===== src/rtl/wb_port_arbiter.sv =====
// Register-file write-port arbiter: pipeline writeback has priority, and long-latency
// results queue in a small FIFO with WAW cancellation and starvation-driven stall.
module wb_port_arbiter #(
    parameter int unsigned NUM_REGS   = 32,
    parameter int unsigned DATA_SIZE  = 32,
    parameter int unsigned FIFO_DEPTH = 2,
    parameter int unsigned MAX_WAIT   = 4
) (
    input  logic                        i_aclk,
    input  logic                        i_areset_n,
    input  logic                        i_wb_regwrite,
    input  logic [$clog2(NUM_REGS)-1:0] i_wb_rdest,
    input  logic [DATA_SIZE-1:0]        i_wb_data,
    input  logic                        i_lu_valid,
    output logic                        o_lu_ready,
    input  logic [$clog2(NUM_REGS)-1:0] i_lu_rdest,
    input  logic [DATA_SIZE-1:0]        i_lu_data,
    output logic                        o_stall,
    output logic                        o_rf_we,
    output logic [$clog2(NUM_REGS)-1:0] o_rf_waddr,
    output logic [DATA_SIZE-1:0]        o_rf_wdata,
    output logic [NUM_REGS-1:0]         o_pending_mask
);

    localparam int unsigned AW     = $clog2(NUM_REGS);
    localparam int unsigned PTR_W  = $clog2(FIFO_DEPTH);
    localparam int unsigned CNT_W  = $clog2(FIFO_DEPTH) + 1;
    localparam int unsigned WAIT_W = $clog2(MAX_WAIT + 1);
    localparam logic [CNT_W-1:0]  DEPTH_C = CNT_W'(FIFO_DEPTH);
    localparam logic [WAIT_W-1:0] WAIT_C  = WAIT_W'(MAX_WAIT);

    typedef enum logic {NORMAL, STARVE} state_t;

    state_t              state_q, state_d;
    logic [WAIT_W-1:0]   wait_q, wait_d;

    logic [AW-1:0]        fifo_rdest [FIFO_DEPTH];
    logic [DATA_SIZE-1:0] fifo_data  [FIFO_DEPTH];
    logic                 fifo_kill  [FIFO_DEPTH];
    logic [PTR_W-1:0]     wr_ptr, rd_ptr;
    logic [CNT_W-1:0]     count;

    logic [FIFO_DEPTH-1:0] slot_valid;
    logic                  wb_win, lu_win, head_valid, head_kill, head_killed_now;
    logic                  push, push_kill, pop;

    assign o_lu_ready = (count < DEPTH_C);
    assign o_stall    = (state_q == STARVE);

    assign wb_win     = i_wb_regwrite && (i_wb_rdest != '0);
    assign head_valid = (count != '0);
    assign head_kill  = fifo_kill[rd_ptr];
    assign lu_win     = !wb_win && head_valid && !head_kill;
    assign pop        = head_valid && (head_kill || lu_win);

    // Head counts as killed in the cycle a matching pipeline write lands, not only once the bit is stored.
    assign head_killed_now = head_valid &&
                             (head_kill || (wb_win && (fifo_rdest[rd_ptr] == i_wb_rdest)));

    // x0 results complete the handshake but are dropped here.
    assign push      = i_lu_valid && o_lu_ready && (i_lu_rdest != '0);
    assign push_kill = wb_win && (i_lu_rdest == i_wb_rdest);

    always_comb begin
        slot_valid = '0;
        for (int unsigned i = 0; i < FIFO_DEPTH; i++) begin
            logic [PTR_W-1:0] off;
            off = PTR_W'(i) - rd_ptr;
            slot_valid[i] = (CNT_W'(off) < count);
        end
    end

    always_comb begin
        o_pending_mask = '0;
        for (int unsigned i = 0; i < FIFO_DEPTH; i++) begin
            if (slot_valid[i] && !fifo_kill[i])
                o_pending_mask[fifo_rdest[i]] = 1'b1;
        end
    end

    always_ff @(posedge i_aclk or negedge i_areset_n) begin
        if (!i_areset_n) begin
            wr_ptr <= '0;
            rd_ptr <= '0;
            count  <= '0;
            for (int unsigned i = 0; i < FIFO_DEPTH; i++) begin
                fifo_rdest[i] <= '0;
                fifo_data[i]  <= '0;
                fifo_kill[i]  <= 1'b0;
            end
        end else begin
            for (int unsigned i = 0; i < FIFO_DEPTH; i++) begin
                if (slot_valid[i] && wb_win && (fifo_rdest[i] == i_wb_rdest))
                    fifo_kill[i] <= 1'b1;
            end
            if (push) begin
                fifo_rdest[wr_ptr] <= i_lu_rdest;
                fifo_data[wr_ptr]  <= i_lu_data;
                fifo_kill[wr_ptr]  <= push_kill;
                wr_ptr             <= wr_ptr + 1'b1;
            end
            if (pop)
                rd_ptr <= rd_ptr + 1'b1;
            case ({push, pop})
                2'b10:   count <= count + 1'b1;
                2'b01:   count <= count - 1'b1;
                default: count <= count;
            endcase
        end
    end

    always_ff @(posedge i_aclk or negedge i_areset_n) begin
        if (!i_areset_n) begin
            o_rf_we    <= 1'b0;
            o_rf_waddr <= '0;
            o_rf_wdata <= '0;
        end else begin
            o_rf_we <= wb_win || lu_win;
            if (wb_win) begin
                o_rf_waddr <= i_wb_rdest;
                o_rf_wdata <= i_wb_data;
            end else if (lu_win) begin
                o_rf_waddr <= fifo_rdest[rd_ptr];
                o_rf_wdata <= fifo_data[rd_ptr];
            end
        end
    end

    always_ff @(posedge i_aclk or negedge i_areset_n) begin
        if (!i_areset_n) begin
            state_q <= NORMAL;
            wait_q  <= '0;
        end else begin
            state_q <= state_d;
            wait_q  <= wait_d;
        end
    end

    always_comb begin
        state_d = state_q;
        wait_d  = wait_q;
        if (!head_valid || pop || head_killed_now)
            wait_d = '0;
        else if (wait_q != WAIT_C)
            wait_d = wait_q + 1'b1;
        case (state_q)
            NORMAL: if (wait_d == WAIT_C) state_d = STARVE;
            STARVE: if (!head_valid || pop || head_killed_now) state_d = NORMAL;
            default: state_d = NORMAL;
        endcase
    end

endmodule


===== config.mk =====
export PLATFORM = sky130hd
export DESIGN_NAME = wb_port_arbiter
export DESIGN_NICKNAME = d
export VERILOG_FILES = /design/src/rtl/wb_port_arbiter.sv
export SDC_FILE = /design/constraint.sdc
export NUM_CORES = 1
export LEC_CHECK = 0
export BUFFER_PORTS_ARGS = -buffer_cell sky130_fd_sc_hd__clkbuf_2
export CAP_MARGIN = 5
export CORE_MARGIN = 2
export CORE_UTILIZATION = 49
export CTS_CLUSTER_SIZE = 10
export DETAILED_ROUTE_END_ITERATION = 8
export GPL_TIMING_DRIVEN = 0
export HOLD_SLACK_MARGIN = 0.06
export MAX_ROUTING_LAYER = met4
export PLACE_DENSITY = 0.77
export SYNTH_ARGS = -nofsm -noshare
export SYNTH_HDL_FRONTEND = slang
export SYNTH_SLANG_ARGS = --single-unit
export TNS_END_PERCENT = 5

===== constraint.sdc =====
create_clock -name i_aclk -period 1.8 [get_ports i_aclk]
set_clock_uncertainty 0.15 [all_clocks]
set_input_delay 0.18 -clock i_aclk [delete_from_list [all_inputs] [get_ports i_aclk]]
set_output_delay 0.18 -clock i_aclk [all_outputs]
set_load 0.1 [all_outputs]

# After elaboration in Yosys (flattened, before gate mapping)
# Cells that the tools add are included.
# totals
word_cells,113
out_inout_bits,72
input_bits,78
ff_bits,122
# classes
mux,37
add_sub_neg,7
bitwise_logic,4
order_cmp,10
eq_ne,8
reduce_logical,33
# op_table
operator,n
$mux W32,8
$bwmux W64,1
$demux W32 S1,1
$or A32 B32 Y32,1
$mux W5,6
$eq A5 B5 Y1,4
$logic_and A1 B1 Y1,18
$lt A5 B6 Y1 const B,2
$bwmux W10,1
$demux W1 S5,2
$ge A5 B1 Y1 const B,2
$mux W1,10
$reduce_bool A5 Y1,2
$mux W3,2
$reduce_bool A2 Y1,3
$demux W5 S1,1
$logic_not A1 Y1,5
$logic_or A1 B1 Y1,5
$ge A2 B2 Y1 const B,2
$lt A1 B2 Y1,2
$not A1 Y2,2
$pmux W2 S2,1
$add A3 B1 Y3 const B,1
$eq A3 B3 Y1 const B,1
14 further kinds,16

# Longest topological paths before layout
# depth
ltp_word,14
mapped_depth,9
depth_no_buf,7

# Least setup slack after synthesis
# No wires, ideal clock.
# synth_timing
kind,register -> output
start,register rd_ptr
end,output port o_pending_mask[11]
n_path_buf,1
required_time_ps,1470
slack_ps,-1607
stages_incl_launch_ff,6
arrival_time_ps,3077
cell_sequence,dfrtp_1 -> clkbuf_1 -> a21oi_1 -> nor2_1 -> nand3_1 -> o21ai_0
# synth_between
elab_chain_len,6
word_cells_on_any_way,9
cone_classes,2 x add/sub; 2 x order compare; 2 x mux; 1 x bitwise; 2 x reduce/logical
# synth_rtl
element,line_no,text
from (decl),40,"logic [PTR_W-1:0] wr_ptr, rd_ptr;"
from (signal assigned),103,rd_ptr <= rd_ptr + 1'b1;
$sub A1 B1 Y1,68,off = PTR_W'(i) - rd_ptr;
$lt A1 B2 Y1,69,slot_valid[i] = (CNT_W'(off) < count);
$logic_and A1 B1 Y1,76,if (slot_valid[i] && !fifo_kill[i])
$mux W32,76,
$or A32 B32 Y32 (no line),-,
$mux W32 *,76,
to (decl),22,output logic [NUM_REGS-1:0] o_pending_mask
# Every way passes the cells marked *; elsewhere a longest branch is shown, timed or not.

# Final worst setup path
# layout_timing
start,register rd_ptr
end,output port o_pending_mask[13]
# Same word-level chain as after synthesis.

==> results.json <==
{
  "vias": 6102,
  "netlist_top_cells_count": "dfrtp_1, nand2_1, o21ai_0",
  "finalCoreUtilization_pct": 83.74,
  "holdWs_ps": 153.6,
  "critPathMaxFanout": 4,
  "dieArea_sq_mm": 0.01333,
  "slew_violations": 0,
  "start_kind": "flop",
  "rsz0062_at_grt": "yes",
  "ys_seq_area_share_pct": 50.17,
  "reg2reg_slack_ps": -610,
  "cts_buffer_depth": 2,
  "coreArea_sq_mm": 0.01206,
  "io_buffers": 144,
  "num_rows": 40,
  "yosys.area_share.adder_pct": 0.6169,
  "ys_warn_count": 0,
  "clkTransAtPathRegs_ps": 50,
  "setup_viol": 133,
  "synth-main-ff-cell": "dfrtp_1",
  "netlist.area_leader.share_pct": 50.17,
  "relSlewSlack_pct": 35.55,
  "drc": 0,
  "yosysUniqueCellTypes": 37,
  "die_w_microns": 115.4,
  "synth_area_sq_mm": 0.006085,
  "hold_class": "primary input to flop",
  "cts_tree": "done",
  "status": "complete, but fails checks",
  "drt_iter0_markers": 669,
  "synth_area_leaders": "dfrtp_1, mux2_2, mux2i_1",
  "syn_inst": 567,
  "muxShareOfSynthArea_pct": 20.77,
  "violations": "setup timing",
  "dp_hpwl_microns": 11190,
  "clock_sinks": 122,
  "drt-vias-per-instance": 6.036,
  "wl_per_cell_microns": 24.61,
  "hold_viol_final": 0,
  "async_flop_share_pct": 100.0,
  "cts.root.buffer_cell": "clkbuf_16",
  "yosys.area_share.simple_pct": 9.706,
  "fmax_mhz": 389.4,
  "layoutNonFillerInstCount": 1011,
  "clk_latency_ps": 420,
  "numPlacedInstances": 879,
  "wl_microns": 24880,
  "synth-seq-cells": 122,
  "worstPathArrival_ps": 2240,
  "grt_max_degree": 123,
  "yosysTopAreaCell": "dfrtp_1",
  "grt_pass1_wl_microns": 35800,
  "maxCapViolations": 0,
  "fin_ws_ps": -768.1,
  "cts_buffers": 17,
  "syn_area_per_cell_sq_um": 10.73,
  "finalWeightedCongestion": 0.8775,
  "start_util_pct": 50.45,
  "synth_top_family_by_area": "multiplexers",
  "yosysMostFrequentCell": "dfrtp_1",
  "boundaryPins": 150,
  "htree_levels": 4,
  "synthXorXnorAreaFrac_pct": 3.599,
  "nets": 908,
  "placed_area_sq_mm": 0.007553,
  "max_slew.worst_pin.slew_ps": 966.8,
  "cp-end-kind": "output pin",
  "synth_edf_count": 0,
  "area_growth_pct": 66.01,
  "grt.total_usage_pct": 37.39,
  "firstDrtPassIters": 6,
  "die_y_microns": 115.4,
  "min_period_ps": 2568,
  "final_cell_area_sq_mm": 0.01010,
  "syn_nets": 648,
  "synth_compound_area_share_pct": 10.47,
  "ant_nets": 0,
  "grt_pass1_vias": 6346,
  "fin_crit_sh_pct": 142.7,
  "drive_gt1_share_pct": 45.24,
  "gr-total-overflow": 0,
  "antenna_found_initial": 3,
  "worstSetupPathType": "flop to output pin",
  "crit_required_ps": 1470
}
-- critical path, stage by stage, from the launching register on --
cell and delay (ps):
dfrtp_2 440, buf_12 150, clkinv_8 40, a21oi_4 90, nor3_4 210, buf_12 170
nand2_4 140, o22ai_4 310, clkbuf_16 270
-- through the flow --
step                      TNS [ps]  setup slack [ps]
final                       -38510            -768.1
after detailed placement    -61820            -733.8
after floorplan             -31730            -437.0
after global routing        -41850            -797.9
after global placement     -216040             -1553
after CTS                   -24050            -603.7
-- worst paths after layout --
kind | startpoint | end | depth (start not counted)
hold reg to reg | fifo_data[37] | fifo_data[37] | 1
setup reg to reg | rd_ptr | o_rf_wdata[27] | 8
min in group asynchronous | i_areset_n | fifo_data[10] | 2
max in group asynchronous | i_areset_n | fifo_rdest[8] | 2
setup / recovery | rd_ptr | o_pending_mask[13] | 8
hold / removal | i_wb_rdest[4] | fifo_kill[1] | 4
-- layout by cell type, fill, tap and decap left out, types with 6 or more instances in the layout --
cell,count
nor3_1,6
buf_4,24
buf_12,10
buf_2,10
dfrtp_1,115
clkbuf_1,8
mux2i_1,43
nand2_4,7
xor2_1,12
xnor2_1,13
clkbuf_16,47
dfrtp_2,7
clkbuf_8,6
mux2_4,18
clkbuf_2,115
o21ai_0,71
nand2_1,79
o22ai_4,30
dlygate4sd3_1,79
mux2_2,54
-- cell type report --
| cell class | count | area [sq um] |
|---|---|---|
| diodes | 3 | 7.507 |
| plain buffers | 39 | 319.1 |
| clock buffers | 25 | 505.5 |
| clock inverters | 7 | 87.58 |
| fillers | 533 | 1961 |
| inverters | 7 | 42.54 |
| multi-input cells | 394 | 3501 |
| flip-flops and latches | 122 | 3062 |
| well taps | 168 | 210.2 |
| repair buffers | 246 | 2366 |
-- layer usage --
layer / vias up / routed length (microns) / track usage [%]
met5: - / 0 / -
met4: 0 / 1540 / 20.96
met3: 131 / 2801 / 13.65
met2: 453 / 12060 / 57.62
met1: 2989 / 8476 / 42.19
li1: 2529 / - / -
-- what timing repair did --
| action | CTS | global route |
|---|---|---|
| hold buffers | 79 | 0 |
| setup buffers | 10 | 13 |
| pin swaps | 13 | 8 |
| endpoints found under the setup margin | 125 | 129 |
| hold endpoints to repair | 236 | 0 |
| gates resized for setup | 161 | 38 |
-- state kept, by name, summed over array words and instances (netlist names) --
| register | count |
|---|---|
| count | 2 |
| fifo_data | 64 |
| fifo_kill | 2 |
| fifo_rdest | 10 |
| o_rf_waddr | 5 |
| o_rf_wdata | 32 |
| o_rf_we | 1 |
| o_stall | 1 |
| rd_ptr | 1 |
| wait_q | 3 |
| wr_ptr | 1 |
-- cells by family after synthesis --
family                     after synthesis
AOI/OAI and AO/OA                      114
xor gates and xnor gates                25
adders and majority gates                3
buffers and inverters                   51
DFF                                    122
muxes                                  117
and+or+nand+nor                        135
Power is not shown: default switching activity piles up to over one toggle a cycle in this logic, so the estimate is an artifact.
